File: config.mk
export PLATFORM = sky130hd
export DESIGN_NAME = mem_resp_join_flat
export DESIGN_NICKNAME = d
export VERILOG_FILES = /design/src/rtl/mem_pkg.sv /design/src/rtl/mem_resp_join_if.sv /design/src/rtl/mem_resp_join_resp_capture_reg.sv /design/src/rtl/mem_resp_join.sv /design/src/flat_wrapper.sv
export SDC_FILE = /design/constraint.sdc
export NUM_CORES = 1
export LEC_CHECK = 0
export BUFFER_PORTS_ARGS = -buffer_cell sky130_fd_sc_hd__buf_2
export CORE_AREA = 2 2 259 261
export CTS_CLUSTER_DIAMETER = 100
export CTS_CLUSTER_SIZE = 10
export DETAILED_ROUTE_END_ITERATION = 8
export DIE_AREA = 0 0 261 263
export PLACE_DENSITY_LB_ADDON = 0.05
export SLEW_MARGIN = 5
export SYNTH_ARGS = -nofsm -noshare
export SYNTH_HDL_FRONTEND = slang
export SYNTH_SLANG_ARGS = --single-unit
File: constraint.sdc
create_clock -name clk -period 4.3 [get_ports clk]
set_input_delay 1.29 -clock clk [delete_from_list [all_inputs] [get_ports clk]]
set_output_delay 1.29 -clock clk [all_outputs]
set_load 0.02 [all_outputs]
File: src/rtl/mem_pkg.sv
// mem_pkg: shared definitions for the memory response join block.
//   - FSM state encoding (IDLE/WAIT/FULL)
//   - load size encodings
//   - default widths for the bank line, physical and virtual address
//   - first_bank_bytes(): bytes a split access takes from its first bank
package mem_pkg;

  typedef enum logic [1:0] {
    IDLE = 2'd0,
    WAIT = 2'd1,
    FULL = 2'd2
  } state_t;

  typedef enum logic [1:0] {
    SIZE_1B = 2'd0,
    SIZE_2B = 2'd1,
    SIZE_4B = 2'd2,
    SIZE_8B = 2'd3
  } size_t;

  localparam int LINE_W_DEF  = 128;
  localparam int PADDR_W_DEF = 15;
  localparam int VADDR_W_DEF = 32;

  // A split access starts at 'low' inside a 16-byte line and runs to the end
  // of it; the alignment stage only needs the low three bits of that count.
  function automatic logic [2:0] first_bank_bytes(input logic [3:0] low);
    logic [4:0] diff;
    diff = 5'd16 - {1'b0, low};
    return diff[2:0];
  endfunction

endpackage

File: src/rtl/mem_resp_join_if.sv
// mem_resp_join_if: bundles the request, the two bank responses and the joined
// output toward the alignment stage.
//   master : issuing side (load pipe, banks, alignment stage consumer)
//   slave  : the mem_resp_join block
// Request   : req_valid/req_ready, req_size, req_needP1, req_oddIsGreater, req_vAddress
// Banks     : {E,O}_resp_valid, _miss, _data, _pAddress
// Output    : out_valid/out_ready, E/O_data, E/O_pAddress, out_vAddress,
//             out_size, out_needP1, out_oddIsGreater, oneSize, stall_out
interface mem_resp_join_if
  import mem_pkg::*;
#(
  parameter int LINE_W  = LINE_W_DEF,
  parameter int PADDR_W = PADDR_W_DEF,
  parameter int VADDR_W = VADDR_W_DEF
);
  logic               req_valid;
  logic               req_ready;
  logic [1:0]         req_size;
  logic               req_needP1;
  logic               req_oddIsGreater;
  logic [VADDR_W-1:0] req_vAddress;

  logic               E_resp_valid;
  logic               E_resp_miss;
  logic [LINE_W-1:0]  E_resp_data;
  logic [PADDR_W-1:0] E_resp_pAddress;
  logic               O_resp_valid;
  logic               O_resp_miss;
  logic [LINE_W-1:0]  O_resp_data;
  logic [PADDR_W-1:0] O_resp_pAddress;

  logic               out_valid;
  logic               out_ready;
  logic [LINE_W-1:0]  E_data;
  logic [LINE_W-1:0]  O_data;
  logic [PADDR_W-1:0] E_pAddress;
  logic [PADDR_W-1:0] O_pAddress;
  logic [VADDR_W-1:0] out_vAddress;
  logic [1:0]         out_size;
  logic               out_needP1;
  logic               out_oddIsGreater;
  logic [2:0]         oneSize;
  logic               stall_out;

  modport master (
    output req_valid, req_size, req_needP1, req_oddIsGreater, req_vAddress,
    output E_resp_valid, E_resp_miss, E_resp_data, E_resp_pAddress,
    output O_resp_valid, O_resp_miss, O_resp_data, O_resp_pAddress,
    output out_ready,
    input  req_ready, out_valid, E_data, O_data, E_pAddress, O_pAddress,
    input  out_vAddress, out_size, out_needP1, out_oddIsGreater, oneSize, stall_out
  );

  modport slave (
    input  req_valid, req_size, req_needP1, req_oddIsGreater, req_vAddress,
    input  E_resp_valid, E_resp_miss, E_resp_data, E_resp_pAddress,
    input  O_resp_valid, O_resp_miss, O_resp_data, O_resp_pAddress,
    input  out_ready,
    output req_ready, out_valid, E_data, O_data, E_pAddress, O_pAddress,
    output out_vAddress, out_size, out_needP1, out_oddIsGreater, oneSize, stall_out
  );
endinterface

File: src/rtl/mem_resp_join_resp_capture_reg.sv
// resp_capture_reg: one bank's capture register.
//   clk, rst   : clock, synchronous active-high reset (clears data, address, got)
//   clr        : start of a new request; clears got, data/pAddress hold
//   load       : capture data_in/paddr_in and set got
//   data,paddr : held bank line and physical address
//   got        : this bank has answered the current request
module resp_capture_reg #(
  parameter int LINE_W  = 128,
  parameter int PADDR_W = 15
) (
  input  logic               clk,
  input  logic               rst,
  input  logic               clr,
  input  logic               load,
  input  logic [LINE_W-1:0]  data_in,
  input  logic [PADDR_W-1:0] paddr_in,
  output logic [LINE_W-1:0]  data,
  output logic [PADDR_W-1:0] paddr,
  output logic               got
);
  logic [LINE_W-1:0]  data_reg;
  logic [PADDR_W-1:0] paddr_reg;
  logic               got_reg;

  always_ff @(posedge clk) begin
    if (rst) begin
      data_reg  <= '0;
      paddr_reg <= '0;
      got_reg   <= 1'b0;
    end else begin
      if (clr) begin
        got_reg <= 1'b0;
      end
      if (load) begin
        data_reg  <= data_in;
        paddr_reg <= paddr_in;
        got_reg   <= 1'b1;
      end
    end
  end

  assign data  = data_reg;
  assign paddr = paddr_reg;
  assign got   = got_reg;
endmodule

File: src/rtl/mem_resp_join.sv
// mem_resp_join: joins the even/odd cache bank responses of one outstanding
// M-stage load and hands the pair plus its metadata to the alignment stage.
//   clk, rst    : clock, synchronous active-high reset
//   bus (slave) : request handshake, E/O bank responses, joined output and
//                 stall_out (see mem_resp_join_if)
//   timeout_err : only with RESP_TIMEOUT_EN defined; sticky flag set once a
//                 request has waited 255+ cycles for its banks
// Optional feature macro: RESP_TIMEOUT_EN.
module mem_resp_join
  import mem_pkg::*;
#(
  parameter int LINE_W  = LINE_W_DEF,
  parameter int PADDR_W = PADDR_W_DEF,
  parameter int VADDR_W = VADDR_W_DEF
) (
  input  logic clk,
  input  logic rst,
  mem_resp_join_if.slave bus
`ifdef RESP_TIMEOUT_EN
  ,
  output logic timeout_err
`endif
);

  state_t             state_reg;
  logic [1:0]         need_reg;     // bit 0 = even bank, bit 1 = odd bank
  logic [1:0]         size_reg;
  logic               needp1_reg;
  logic               odd_greater_reg;
  logic [VADDR_W-1:0] vaddr_reg;
  logic [2:0]         one_size_reg;
  logic               out_valid_reg;
  logic               stall_reg;

  logic               req_ready;
  logic               accept;
  logic               in_wait;
  logic [1:0]         need_next;

  // Per-bank views indexed 0 = E, 1 = O so both banks share one generate loop.
  logic [1:0]         resp_valid;
  logic [1:0]         resp_miss;
  logic [LINE_W-1:0]  resp_data [2];
  logic [PADDR_W-1:0] resp_paddr [2];
  logic [LINE_W-1:0]  cap_data [2];
  logic [PADDR_W-1:0] cap_paddr [2];
  logic [1:0]         got;
  logic [1:0]         load;
  logic [1:0]         got_next;
  logic               done;
  logic [PADDR_W-1:0] first_paddr;
  logic [2:0]         one_size_next;

  assign resp_valid    = {bus.O_resp_valid, bus.E_resp_valid};
  assign resp_miss     = {bus.O_resp_miss, bus.E_resp_miss};
  assign resp_data[0]  = bus.E_resp_data;
  assign resp_data[1]  = bus.O_resp_data;
  assign resp_paddr[0] = bus.E_resp_pAddress;
  assign resp_paddr[1] = bus.O_resp_pAddress;

  // A FULL entry drained in the same cycle frees the slot for the next load.
  assign req_ready = (state_reg == IDLE) || ((state_reg == FULL) && bus.out_ready);
  assign accept    = bus.req_valid && req_ready;
  assign in_wait   = (state_reg == WAIT);

  assign need_next = bus.req_needP1       ? 2'b11 :
                     bus.req_oddIsGreater ? 2'b10 : 2'b01;

  generate
    for (genvar gi = 0; gi < 2; gi++) begin : g_bank
      // Misses are dropped: the refill replays a clean response later.
      assign load[gi] = in_wait && resp_valid[gi] && !resp_miss[gi] &&
                        need_reg[gi] && !got[gi];

      resp_capture_reg #(
        .LINE_W  (LINE_W),
        .PADDR_W (PADDR_W)
      ) u_cap (
        .clk      (clk),
        .rst      (rst),
        .clr      (accept),
        .load     (load[gi]),
        .data_in  (resp_data[gi]),
        .paddr_in (resp_paddr[gi]),
        .data     (cap_data[gi]),
        .paddr    (cap_paddr[gi]),
        .got      (got[gi])
      );
    end
  endgenerate

  assign got_next = got | load;
  assign done     = in_wait && (got_next == need_reg);

  // The first bank's address may be arriving in the very cycle that completes
  // the join, so take it from the response bus in that case.
  always_comb begin
    first_paddr = '0;
    if (odd_greater_reg) begin
      first_paddr = load[1] ? resp_paddr[1] : cap_paddr[1];
    end else begin
      first_paddr = load[0] ? resp_paddr[0] : cap_paddr[0];
    end
    one_size_next = needp1_reg ? first_bank_bytes(first_paddr[3:0]) : 3'd0;
  end

  always_ff @(posedge clk) begin
    if (rst) begin
      state_reg       <= IDLE;
      need_reg        <= 2'b00;
      size_reg        <= 2'd0;
      needp1_reg      <= 1'b0;
      odd_greater_reg <= 1'b0;
      vaddr_reg       <= '0;
      one_size_reg    <= 3'd0;
      out_valid_reg   <= 1'b0;
      stall_reg       <= 1'b0;
    end else begin
      if (accept) begin
        need_reg        <= need_next;
        size_reg        <= bus.req_size;
        needp1_reg      <= bus.req_needP1;
        odd_greater_reg <= bus.req_oddIsGreater;
        vaddr_reg       <= bus.req_vAddress;
      end
      case (state_reg)
        IDLE: begin
          if (accept) begin
            state_reg <= WAIT;
            stall_reg <= 1'b1;
          end
        end
        WAIT: begin
          if (done) begin
            state_reg     <= FULL;
            out_valid_reg <= 1'b1;
            stall_reg     <= 1'b0;
            one_size_reg  <= one_size_next;
          end
        end
        FULL: begin
          if (bus.out_ready) begin
            out_valid_reg <= 1'b0;
            if (accept) begin
              state_reg <= WAIT;
              stall_reg <= 1'b1;
            end else begin
              state_reg <= IDLE;
              stall_reg <= 1'b0;
            end
          end
        end
        default: begin
          state_reg     <= IDLE;
          out_valid_reg <= 1'b0;
          stall_reg     <= 1'b0;
        end
      endcase
    end
  end

`ifdef RESP_TIMEOUT_EN
  logic [7:0] tmo_cnt_reg;
  logic       tmo_err_reg;

  // Diagnostic only: the FSM keeps waiting regardless of this flag.
  always_ff @(posedge clk) begin
    if (rst) begin
      tmo_cnt_reg <= 8'd0;
      tmo_err_reg <= 1'b0;
    end else if (accept) begin
      tmo_cnt_reg <= 8'd0;
    end else if (in_wait) begin
      if (tmo_cnt_reg == 8'd255) begin
        tmo_err_reg <= 1'b1;
      end else begin
        tmo_cnt_reg <= tmo_cnt_reg + 8'd1;
      end
    end
  end

  assign timeout_err = tmo_err_reg;
`endif

  assign bus.req_ready        = req_ready;
  assign bus.out_valid        = out_valid_reg;
  assign bus.stall_out        = stall_reg;
  assign bus.E_data           = cap_data[0];
  assign bus.O_data           = cap_data[1];
  assign bus.E_pAddress       = cap_paddr[0];
  assign bus.O_pAddress       = cap_paddr[1];
  assign bus.out_vAddress     = vaddr_reg;
  assign bus.out_size         = size_reg;
  assign bus.out_needP1       = needp1_reg;
  assign bus.out_oddIsGreater = odd_greater_reg;
  assign bus.oneSize          = one_size_reg;

endmodule

File: src/flat_wrapper.sv
// flat-port wrapper written by rule: the top's interface ports become plain ports
module mem_resp_join_flat import mem_pkg::*;
#(
  parameter int LINE_W  = LINE_W_DEF,
  parameter int PADDR_W = PADDR_W_DEF,
  parameter int VADDR_W = VADDR_W_DEF
)
  (clk, rst, bus_req_valid, bus_req_size, bus_req_needP1, bus_req_oddIsGreater, bus_req_vAddress, bus_E_resp_valid, bus_E_resp_miss, bus_E_resp_data, bus_E_resp_pAddress, bus_O_resp_valid, bus_O_resp_miss, bus_O_resp_data, bus_O_resp_pAddress, bus_out_ready, bus_req_ready, bus_out_valid, bus_E_data, bus_O_data, bus_E_pAddress, bus_O_pAddress, bus_out_vAddress, bus_out_size, bus_out_needP1, bus_out_oddIsGreater, bus_oneSize, bus_stall_out);
  mem_resp_join_if #(.LINE_W(LINE_W), .PADDR_W(PADDR_W), .VADDR_W(VADDR_W)) bus_i ();
  input  logic clk;
  input  logic rst;
  input wire logic [$bits(bus_i.req_valid)-1:0] bus_req_valid;
  input wire logic [$bits(bus_i.req_size)-1:0] bus_req_size;
  input wire logic [$bits(bus_i.req_needP1)-1:0] bus_req_needP1;
  input wire logic [$bits(bus_i.req_oddIsGreater)-1:0] bus_req_oddIsGreater;
  input wire logic [$bits(bus_i.req_vAddress)-1:0] bus_req_vAddress;
  input wire logic [$bits(bus_i.E_resp_valid)-1:0] bus_E_resp_valid;
  input wire logic [$bits(bus_i.E_resp_miss)-1:0] bus_E_resp_miss;
  input wire logic [$bits(bus_i.E_resp_data)-1:0] bus_E_resp_data;
  input wire logic [$bits(bus_i.E_resp_pAddress)-1:0] bus_E_resp_pAddress;
  input wire logic [$bits(bus_i.O_resp_valid)-1:0] bus_O_resp_valid;
  input wire logic [$bits(bus_i.O_resp_miss)-1:0] bus_O_resp_miss;
  input wire logic [$bits(bus_i.O_resp_data)-1:0] bus_O_resp_data;
  input wire logic [$bits(bus_i.O_resp_pAddress)-1:0] bus_O_resp_pAddress;
  input wire logic [$bits(bus_i.out_ready)-1:0] bus_out_ready;
  output wire logic [$bits(bus_i.req_ready)-1:0] bus_req_ready;
  output wire logic [$bits(bus_i.out_valid)-1:0] bus_out_valid;
  output wire logic [$bits(bus_i.E_data)-1:0] bus_E_data;
  output wire logic [$bits(bus_i.O_data)-1:0] bus_O_data;
  output wire logic [$bits(bus_i.E_pAddress)-1:0] bus_E_pAddress;
  output wire logic [$bits(bus_i.O_pAddress)-1:0] bus_O_pAddress;
  output wire logic [$bits(bus_i.out_vAddress)-1:0] bus_out_vAddress;
  output wire logic [$bits(bus_i.out_size)-1:0] bus_out_size;
  output wire logic [$bits(bus_i.out_needP1)-1:0] bus_out_needP1;
  output wire logic [$bits(bus_i.out_oddIsGreater)-1:0] bus_out_oddIsGreater;
  output wire logic [$bits(bus_i.oneSize)-1:0] bus_oneSize;
  output wire logic [$bits(bus_i.stall_out)-1:0] bus_stall_out;
  assign bus_i.req_valid = bus_req_valid;
  assign bus_i.req_size = bus_req_size;
  assign bus_i.req_needP1 = bus_req_needP1;
  assign bus_i.req_oddIsGreater = bus_req_oddIsGreater;
  assign bus_i.req_vAddress = bus_req_vAddress;
  assign bus_i.E_resp_valid = bus_E_resp_valid;
  assign bus_i.E_resp_miss = bus_E_resp_miss;
  assign bus_i.E_resp_data = bus_E_resp_data;
  assign bus_i.E_resp_pAddress = bus_E_resp_pAddress;
  assign bus_i.O_resp_valid = bus_O_resp_valid;
  assign bus_i.O_resp_miss = bus_O_resp_miss;
  assign bus_i.O_resp_data = bus_O_resp_data;
  assign bus_i.O_resp_pAddress = bus_O_resp_pAddress;
  assign bus_i.out_ready = bus_out_ready;
  assign bus_req_ready = bus_i.req_ready;
  assign bus_out_valid = bus_i.out_valid;
  assign bus_E_data = bus_i.E_data;
  assign bus_O_data = bus_i.O_data;
  assign bus_E_pAddress = bus_i.E_pAddress;
  assign bus_O_pAddress = bus_i.O_pAddress;
  assign bus_out_vAddress = bus_i.out_vAddress;
  assign bus_out_size = bus_i.out_size;
  assign bus_out_needP1 = bus_i.out_needP1;
  assign bus_out_oddIsGreater = bus_i.out_oddIsGreater;
  assign bus_oneSize = bus_i.oneSize;
  assign bus_stall_out = bus_i.stall_out;
  mem_resp_join #(.LINE_W(LINE_W), .PADDR_W(PADDR_W), .VADDR_W(VADDR_W)) u_core (.clk(clk), .rst(rst), .bus(bus_i));
endmodule
Word-level counts from Yosys, hierarchy flattened
Cells that the tools add are included.

Output and inout bits: 328. Input port bits: 330. Register bits: 333. Word-level logic and storage cells: 68.

Reduce and logical (&&, ||, !) cells: 22. Bitwise logic cells: 2. Mux-type cells: 22. Eq/ne operators: 6. Add/subtract/negate cells: 1.

Operator list (number): two-way mux 15 bit (2); logical AND 1 bit (11); two-way mux 1 bit (10); two-way mux 2 bit (5); two-way mux 3 bit (2); case mux 1 bit (3 select lines) (2); case mux 2 bit (3 select lines) (1); AND reduction 3 bit (2); zero test 1 bit (4); != test 2 bit (second input constant) (2); nonzero test 2 bit (2); subtractor 1 x 3 -> 3 bit (first input constant) (1); equality test 2 x 1 -> 1 bit (second input constant) (1); equality test 2 bit (1); equality test 2 bit (second input constant) (1); zero test 2 bit (1); != test 2 x 1 -> 1 bit (second input constant) (1); OR 2 bit (1); AND reduction 2 bit (1); logical OR 1 bit (1); inverter 1 bit (1).

Depth between registers and ports, before layout
Gate-level depths: netlist of run 1.

Word-level depth: 10. Mapped depth: 11. Mapped depth without buffers: 9.

Modules after synthesis
A second synthesis of run 1 with hierarchy kept.

Cell total of the unflattened synthesis: 1155. Area total of the unflattened synthesis: 11989.0 um^2.

Modules (own cells, without submodules): resp_capture_reg (area an instance 5079.9 um^2, instances 2, cells an instance 465, sequential area each 2882.8 um^2); mem_resp_join (area an instance 1829.3 um^2, instances 1, cells an instance 225, sequential area each 900.9 um^2).

Worst setup path before layout of run 1
OpenSTA, ideal clock, no wires.

Path kind: input to register. From: input bus_E_resp_miss. To: register u_core.one_size_reg[2], in the netlist u_core.bus.oneSize[2]. Buffers on the path: 1. Setup slack: 1.008 ns. Cell stages on the path: 10. Arrival: 3.209 ns. Cells stage by stage: and4bb_1 nand3b_1 clkbuf_1 mux2i_1 mux2_2 ha_1 or3b_2 nor4_1 o41ai_1 o221ai_1.

Cells in the longest elaborated chain, start to end: 8. Elaborated cells on any way between the ends: 12. Those cells by class: 1 x add/sub; 1 x eq/ne; 3 x mux; 1 x bitwise; 6 x reduce/logical.

Ends and longest elaborated chain: start, declared (line flat_wrapper.sv:18) `input wire logic [$bits(bus_i.E_resp_miss)-1:0] bus_E_resp_miss;`; zero test 1 bit * (line mem_resp_join.sv:72) `assign load[gi] = in_wait && resp_valid[gi] && !resp_miss[gi] &&`; logical AND 1 bit * (2 in a row) (line mem_resp_join.sv:72); logical AND 1 bit * (line mem_resp_join.sv:73) `need_reg[gi] && !got[gi];`; two-way mux 15 bit / OR 2 bit (equally long branches) (line mem_resp_join.sv:102, mem_resp_join.sv:92); two-way mux 3 bit / equality test 2 bit (equally long branches) (line mem_resp_join.sv:99, mem_resp_join.sv:93); subtractor 1 x 3 -> 3 bit / logical AND 1 bit (equally long branches) (line mem_pkg.sv:29, mem_resp_join.sv:93); two-way mux 3 bit / AND reduction 2 bit (equally long branches); end signal, assigned (line mem_resp_join.sv:138) `one_size_reg <= one_size_next;`; end, declared (line mem_resp_join.sv:31) `logic [2:0] one_size_reg;`.

Every way passes the cells marked *; elsewhere a longest branch is shown, timed or not. A chain may end at the register's enable or synchronous reset.

Final worst setup path of run 1
From: input bus_O_resp_valid. To: register u_core.g_bank[1].u_cap.data_reg[82].

Cells in the longest elaborated chain, start to end: 4.

Ends and longest elaborated chain: start, declared (line flat_wrapper.sv:21) `input wire logic [$bits(bus_i.O_resp_valid)-1:0] bus_O_resp_valid;`; logical AND 1 bit (3 in a row) (line mem_resp_join.sv:72); logical AND 1 bit (line mem_resp_join.sv:73); end signal, assigned (line mem_resp_join_resp_capture_reg.sv:35) `data_reg <= data_in;`; end, declared (line mem_resp_join_resp_capture_reg.sv:21) `logic [LINE_W-1:0] data_reg;`.

No other way between the ends.

==> impl.org, run 1 <==
** Die
- The core region is 65630 µm².
- In this run the core area contains 94 standard-cell rows.
- Starting Density :: 17.57%
- I/O pins :: 658
- The die covers 68640 µm².
- Die span in x :: 261 µm
- From bottom edge to top edge, the die measures 263 µm.

** Synth
- Post-synth top area cell :: dfxtp_1
- Avg Inst Size Synth :: 7.889 µm²
- Largest cells by area after synthesis :: dfxtp_1 58%, nand2_1 21%, a21oi_1 14%
- The mapped netlist covers 11530 µm².
- Of all flip-flops after synthesis, the portion carrying an async set or reset was 0%.
- In the synthesized netlist, the cells that appear most often are 639 x nand2_1, 333 x dfxtp_1, 325 x a21oi_1.
- Syn. warnings :: 0
- Top-area cell type share of the netlist area :: 57.80%
- Post-synth EDFFs :: 0
- Most frequently used flop master after synthesis :: dfxtp_1
- Gate count after technology mapping :: 1462
- The number of nets handed over by synthesis was 1793.
- Yosys cell types :: 32
- FF+latch count, synth :: 333
- Part of the Yosys area used for sequential elements :: 57.80%
- Most repeated cell in the gate-level netlist after synthesis :: nand2_1

** Critical path
- The critical path in this run is classified as input pin to flip-flop.
- Startpoint of the worst register-to-register path :: u_core.state_reg[1]
- Critical-path maximum fanout :: 72
- On the critical path the largest part of the delay comes from buffers and inverters.
- In this design, the stage delay of the slowest critical-path cell is 770 ps.
- Critical Path AT :: 3610 ps
- Traced cell by cell, the critical path runs through buf_2, and4bb_2, nand2b_4, buf_4, buf_4, nand2_1, a21oi_1.
- Cell type with the highest occurrence count on the critical path :: buf_4
- Capture point of the worst reg-to-reg path :: u_core.g_bank[1].u_cap.data[82]
- For this design, the slowest cell found on the critical path is buf_4.
- The worst setup path is captured at a flip-flop.
- STA puts the critical path data required time at 4760 ps.
- The number of buffers and inverters on the critical path is 3.
- For flop-to-flop paths, the worst setup slack is 1400 ps.
- The worst setup path is launched from an input pin.
- Reg2reg path depth :: 6

** Route
- Detailed Route Iter0 Violations :: 588
- Number of vias in the routed layout :: 11.91k
- # DRC :: 0
- Sum of routed wire length over all layers :: 56260 µm
- Via density per instance :: 4.066
- For this run, the detailed router's first-pass iteration total came to 5.
- The count of nets left with antenna violations once routing finished came out at 0.
- Wire length per cell after detailed routing :: 19.20 µm

** Timing
- Adding up every negative setup slack in the final design gives 0 ps.
- The smallest clock period supported by the final layout is computed as 3156 ps.
- Max-slew violation count :: 0
- Final hold violation count :: 0
- Worst rel slew slack :: 31.36%
- Setup repair after global routing missed its margin :: false
- Max Fclk :: 316.8 MHz
- Final critical-path share of the clock period :: 73.40%
- Maximum clock skew at final layout :: 16.05 ps
- Setup violations remaining at the end of the flow were counted as 0.
- After layout, the worst setup slack is 1144 ps.
- Worst hold slack after final layout :: 448.0 ps
- Least-Margin Pin Slew :: 1030 ps

** Cells and area
- Share of final-layout standard cells stronger than drive strength 1 :: 34.79%
- Total of fill cells in the finished design :: 7473
- Cells fill 25.37% of the core in the end.
- Compared with the post-synthesis result, the final layout area differs by 44.37%.
- The register with the most flip-flops in the layout has 256 of them.
- The finished layout holds 2930 standard cells, fillers aside.
- Final net count :: 2393

** CTS
- Post_cts resized :: 0
- The clock reaches the later pin of the worst-skew pair after 550 ps.
- Total CTS buffers :: 39
- In this run the deepest clock path goes through 3 buffers.
- After clock tree synthesis, the setup repair step added 0 buffers.
- CTS saw 333 sinks.
- Number of H-tree branching levels :: 2
- Clock-pin slew was measured on the worst setup and hold paths at 50 ps.
- Root Buffer :: clkbuf_16
- Hold-fix buffers, CTS :: 0
- TritonCTS clock tree :: yes

** Pwr
- Power per unit of standard cell area :: 395.2 nW/µm²
- Maximum ir drop on the vdd rail :: 0.2296 mV
- For this design the static power due to leakage is 7.236 nW.

** GRT
- Number of global-route vias before repair :: 11.70k
- The number of antenna violations at the first check in global routing was 15.
- Total track usage :: 15.68%
- First-pass GRT wire length :: 80940 µm
- Met3 track demand over resource in global routing :: 6.307%
- Global routing consumed, on the met2 layer, 27.55% of the routing resources.
- After global routing the overflow that remains totals 0.
- Maximum number of pins on one net before global-route repair :: 143
- Routing layer with the top usage in global route :: met2
- Global routing used 17.64% of the available met1 tracks.

** Worst hold path
- The tightest min-delay check is of the flip-flop to flip-flop type.
- The worst hold path was traced through 2 stages.
- The startpoint identified for the worst hold timing path is u_core.g_bank[0].u_cap.paddr[10].
- Endpoint of the worst hold-timing path :: u_core.g_bank[0].u_cap.paddr[10]

** Outcome
- Status :: finished clean

** Placed design
- Port buffering added 657 buffers.
- Cell count after placement :: 2885
- Routability-driven placement finished with a final weighted congestion of 0.7629.
- Pre-CTS setup slack :: 590.5 ps
- Detailed Place HPWL :: 40590 µm

** Job
- Number of maximum-capacitance violations :: 0
[metrics by stage]
stage | power [mW] | cell area, µm²
finish | 6.580 | 16650
global route | 6.871 | 16650
CTS | 6.736 | 16650
detailed placement | 3.723 | 15650
global placement | 3.723 | 15650
floorplan | 3.442 | 11530
[worst max path at each step]
stage	start	depth (start not counted)	end	slack [ps]
floorplan	bus_E_resp_miss	10	u_core.bus.oneSize[2]	1010
global placement	bus_O_resp_valid	7	u_core.g_bank[1].u_cap.data[101]	620
detailed placement	bus_O_resp_valid	7	u_core.g_bank[1].u_cap.data[95]	590
CTS	bus_out_ready	4	bus_req_ready	1160
global route	bus_O_resp_valid	7	u_core.g_bank[1].u_cap.data[83]	970
finish	bus_O_resp_valid	7	u_core.g_bank[1].u_cap.data[82]	1140
[worst reg2reg max path, cell delays in order (launching register included)]
cell and delay, ps:
dfxtp_1 530, and4bb_2 330, nand2b_4 100, buf_4 630, buf_4 880, nand2_1 190
a21oi_1 160
[kinds of logic after synthesis]
family	Yosys count	synth area share, %
simple gates	670	22.48
compound gates	337	14.93
flops	333	57.80
buf+inv	114	4.046
mux	7	0.6400
fa+ha+maj	1	0.1085
[layout make-up]
class | instances | area, µm² | share of cell area (%)
Tap cell | 864 | 1081 | 6.492
Sequential cell | 333 | 6666 | 40.04
Clock buffer | 41 | 983.4 | 5.906
Multi-Input combinational cell | 1015 | 4424 | 26.57
Clock inverter | 2 | 16.27 | 0.09769
Timing Repair Buffer | 668 | 3456 | 20.75
Inverter | 5 | 18.77 | 0.1127
Antenna cell | 2 | 5.005 | 0.03006
[metal layers]
metal / vias to the layer above / wire (µm)
met5: - / 92
met4: 16 / 1093
met3: 72 / 5258
met2: 401 / 27810
met1: 5529 / 22010
li1: 5895 / -
[power breakdown]
group | internal, mW | leakage (nW) | switching, mW
registers | 3.14 | 2.69 | 0.0302
clock network | 1.61 | 0.488 | 1.33
logic | 0.190 | 4.06 | 0.289
[cells in the final DEF (no fill, tap or decap), drive strengths merged, types with 2 or more instances in the layout]
master | Yosys | final
nand2b | 5 | 5
dfxtp | 333 | 333
mux2 | 3 | 3
mux2i | 4 | 4
a211oi | 2 | 2
nor3b | 4 | 4
and4bb | 2 | 2
a21oi | 325 | 325
buf | 34 | 668
inv | 5 | 6
nor3 | 4 | 4
nor2 | 8 | 8
nand3b | 2 | 2
clkbuf | 75 | 41
nand2 | 639 | 639
o32ai | 3 | 3
diode | 0 | 2
Note: power is estimated with default switching activity, not from simulation.
==> inputs of run 2 (changes only) <==
Clock period 4.3 ns to 3.1 ns, I/O delays scaled along.
==> run 2 against run 1 <==
- count of clock-buffer cells in the layout up 2
- non-clock buffer count grew 20
- register-to-register slack lost 990 ps
- global-route usage fell by 0.19 points
- clock skew rose by 1.8 ps
- worst hold slack about the same
- sequential share of layout area fell by 0.55 points
- setup slack lost 750 ps
- clock power increased by 42%
- critical endpoint is now u_core.bus.oneSize[2]
- largest cell class unchanged
==> impl.org, run 2 (synthesized netlist as in run 1, its figures left out) <==
** Critical path
- The number of cells on the worst reg-to-reg path is 9.
- Critical Path AT :: 3180 ps
- Critical Path RT :: 3570 ps
- Kind of capture point of the worst setup path :: flip-flop
- The worst setup path is of the input pin to flip-flop kind.
- In this run the critical register-to-register path is captured at u_core.bus.oneSize[2].
- STA classifies the critical path startpoint as an input pin.
- In this run the worst path has a maximum fanout of 4.
- Setup slack of the most critical reg-to-reg path :: 410 ps
- Startpoint of the worst register-to-register path :: u_core.state_reg[0]

** Placed design
- At the end of routability-driven placement, the weighted congestion stood at 0.7932.
- Count of input and output buffers :: 657
- Cell Area, Placed :: 15820 µm²
- Detailed Place HPWL :: 41440 µm

** CTS
- Number of H-tree branching levels :: 2
- TritonCTS clock tree :: yes
- Clk Latency, worst-skew pair :: 540 ps
- Post-CTS repair timing setup buffer count :: 0
- The number of clock buffers added by TritonCTS is 39.
- Post_cts resized :: 0
- Clock tree sinks :: 333
- After clock tree synthesis, the clock-pin slew on the worst setup and hold paths is 60 ps.
- Root Buffer :: clkbuf_16
- Hold-fix buffers, CTS :: 0
- Maximum number of buffers from clock root to sink :: 3

** Timing
- Clock period minus final worst setup slack :: 2710 ps
- Worst rel slew slack :: 35.06%
- Max Fclk :: 369.0 MHz
- Least-Margin Pin Slew :: 974.0 ps
- Setup repair after global routing left no endpoint under its margin.
- The final max-slew violation count is 0.
- The number of hold violations in the final report is 0.
- Dividing the final minimum period by the clock period gives 87.42%.
- Maximum clock skew at final layout :: 17.83 ps
- Setup violations remaining at the end of the flow were counted as 0.

** Pwr
- Internal power contribution :: 6.952 mW
- Combinational logic burns 7.3% of the power.
- Part of the total power dissipated in the clock network :: 45.0%
- Static leakage :: 7.364 nW
- Power per unit of standard cell area :: 546.3 nW/µm²
- Psw :: 2.272 mW
- Fraction of power spent switching nets :: 24.63%
- Summing internal, switching and leakage power gives 9.224 mW.
- Maximum ir drop on the vdd rail :: 0.3226 mV
- Reg power frac :: 47.6%

** Worst hold path
- The path class of the tightest hold or removal check is flip-flop to flip-flop.
- The worst hold path terminates at u_core.g_bank[0].u_cap.data[121].
- The worst hold path begins at u_core.g_bank[0].u_cap.data[121].
- Cell depth of the worst hold path :: 2

** Cells and area
- Relative to the synthesized area, the layout overhead comes to 46.38%.
- Flip-flop count of the largest register, all copies and words added :: 256
- The top cell types in the final layout, fill and taps aside, are 656 x buf_2, 639 x nand2_1, 333 x dfxtp_1.
- The finished cells cover 16880 µm².
- In the final design database the tool counted 2413 nets.
- Leaving out fill and tap cells, the most frequent cell in the layout is buf_2.
- Share of final-layout standard cells stronger than drive strength 1 :: 35.44%

** GRT
- For this run, the total global-route usage over all layers was measured as 15.49%.
- Entering global routing, the biggest net connects 143 pins.
- Global routing finished with a remaining overflow of 0.
- Number of global-route vias before repair :: 11.75k
- First-pass GRT wire length :: 79870 µm
- The number of antenna violations at the first check in global routing was 23.

** Route
- Iteration count of the initial detailed-routing pass :: 7
- Via density per instance :: 4.038
- For this run, design rule violations remaining after detail routing come to 0.
- Post-detailed-route count of antenna-violating nets :: 0
- Wire length per cell after detailed routing :: 18.94 µm
- Number of vias in the routed layout :: 11.94k
- For this block, the initial DRC count from the detailed router was 509.
- The routed design has 56010 µm of wire.

** Die
- Pin placement for this block handled 658 I/O pins.
- Once the floorplan was initialized, standard cells occupied 17.57% of the core.
- In this run the horizontal extent of the chip is 261 µm.
- The die covers 68640 µm².
- The floorplan has 94 rows.
- Height of the die :: 263 µm
- The region available for standard cell placement spans 65630 µm².

** Job
- Max-cap violations in this run came to 0.

** Outcome
- The run finished with clean final reports.
## run 2: cell types whose count changed in the layout (fill, tap and decap cells not counted)
cell       previous run  this run
buf_4                 5        23
inv_6                 1         0
buf_12                6         8
clkbuf_16            39        41
diode_2               2         8
## run 2: worst max path at each step
stage	from	to	cells past startpoint
2_1_floorplan	bus_E_resp_miss	u_core.bus.oneSize[2]	10
3_3_place_gp	bus_E_resp_miss	u_core.bus.oneSize[2]	10
3_5_place_dp	bus_E_resp_miss	u_core.bus.oneSize[2]	10
4_1_cts	u_core.state_reg[0]	u_core.bus.oneSize[2]	9
5_1_grt	u_core.state_reg[0]	u_core.bus.oneSize[2]	9
6_report	bus_E_resp_miss	u_core.bus.oneSize[2]	10
## run 2: cell type report
type | count | area (µm²)
clock buffers | 43 | 1033
flip-flops and latches | 333 | 6666
clock inverters | 1 | 7.507
inverters | 5 | 18.77
fillers | 7458 | 48750
multi-input cells | 1015 | 4424
repair buffers | 688 | 3631
well taps | 864 | 1081
diodes | 8 | 20.02
## run 2: power groups by stage
| stage | clock network (mW) | logic (mW) | registers [mW] |
|---|---|---|---|
| 2_1_floorplan | 0 | 0.214 | 4.56 |
| 3_5_place_dp | 0 | 0.692 | 4.49 |
| 3_3_place_gp | 0 | 0.693 | 4.48 |
| 6_report | 4.15 | 0.678 | 4.39 |
| 4_1_cts | 4.39 | 0.694 | 4.39 |
| 5_1_grt | 4.52 | 0.746 | 4.40 |
## run 2: worst max-delay path, stage by stage
cell and delay (ps):
buf_2 90, and4bb_1 360, nand3b_1 210, mux2i_1 180, mux2_2 300, ha_1 200
or3b_2 450, nor4_1 240, o41ai_1 130, o221ai_1 80
## run 2: stage by stage
step | hold slack (ps) | setup WS [ps] | cells | utilization, % | TNS (ps)
finish | 448.1 | 390.1 | 2957 | 25.72 | 0
global route | 464.3 | 300.8 | 2953 | 25.71 | 0
CTS | 451.8 | 416.9 | 2949 | 25.69 | 0
detailed placement | 443.5 | -161.2 | 2905 | 24.11 | -165.2
global placement | 438.0 | -141.1 | 2905 | 24.11 | -141.1
floorplan | 455.9 | 168.0 | 1462 | - | 0
## run 2: per-layer routing
layer / share of wire [%] / vias to the layer above / wire (µm) / global-route usage, %
li1: - / 5933 / - / -
met1: 38 / 5500 / 21290 / 16.77
met2: 49 / 392 / 27690 / 27.21
met3: 10 / 91 / 5684 / 6.740
met4: 2.2 / 24 / 1210 / 4.346
met5: 0.25 / - / 139 / 0
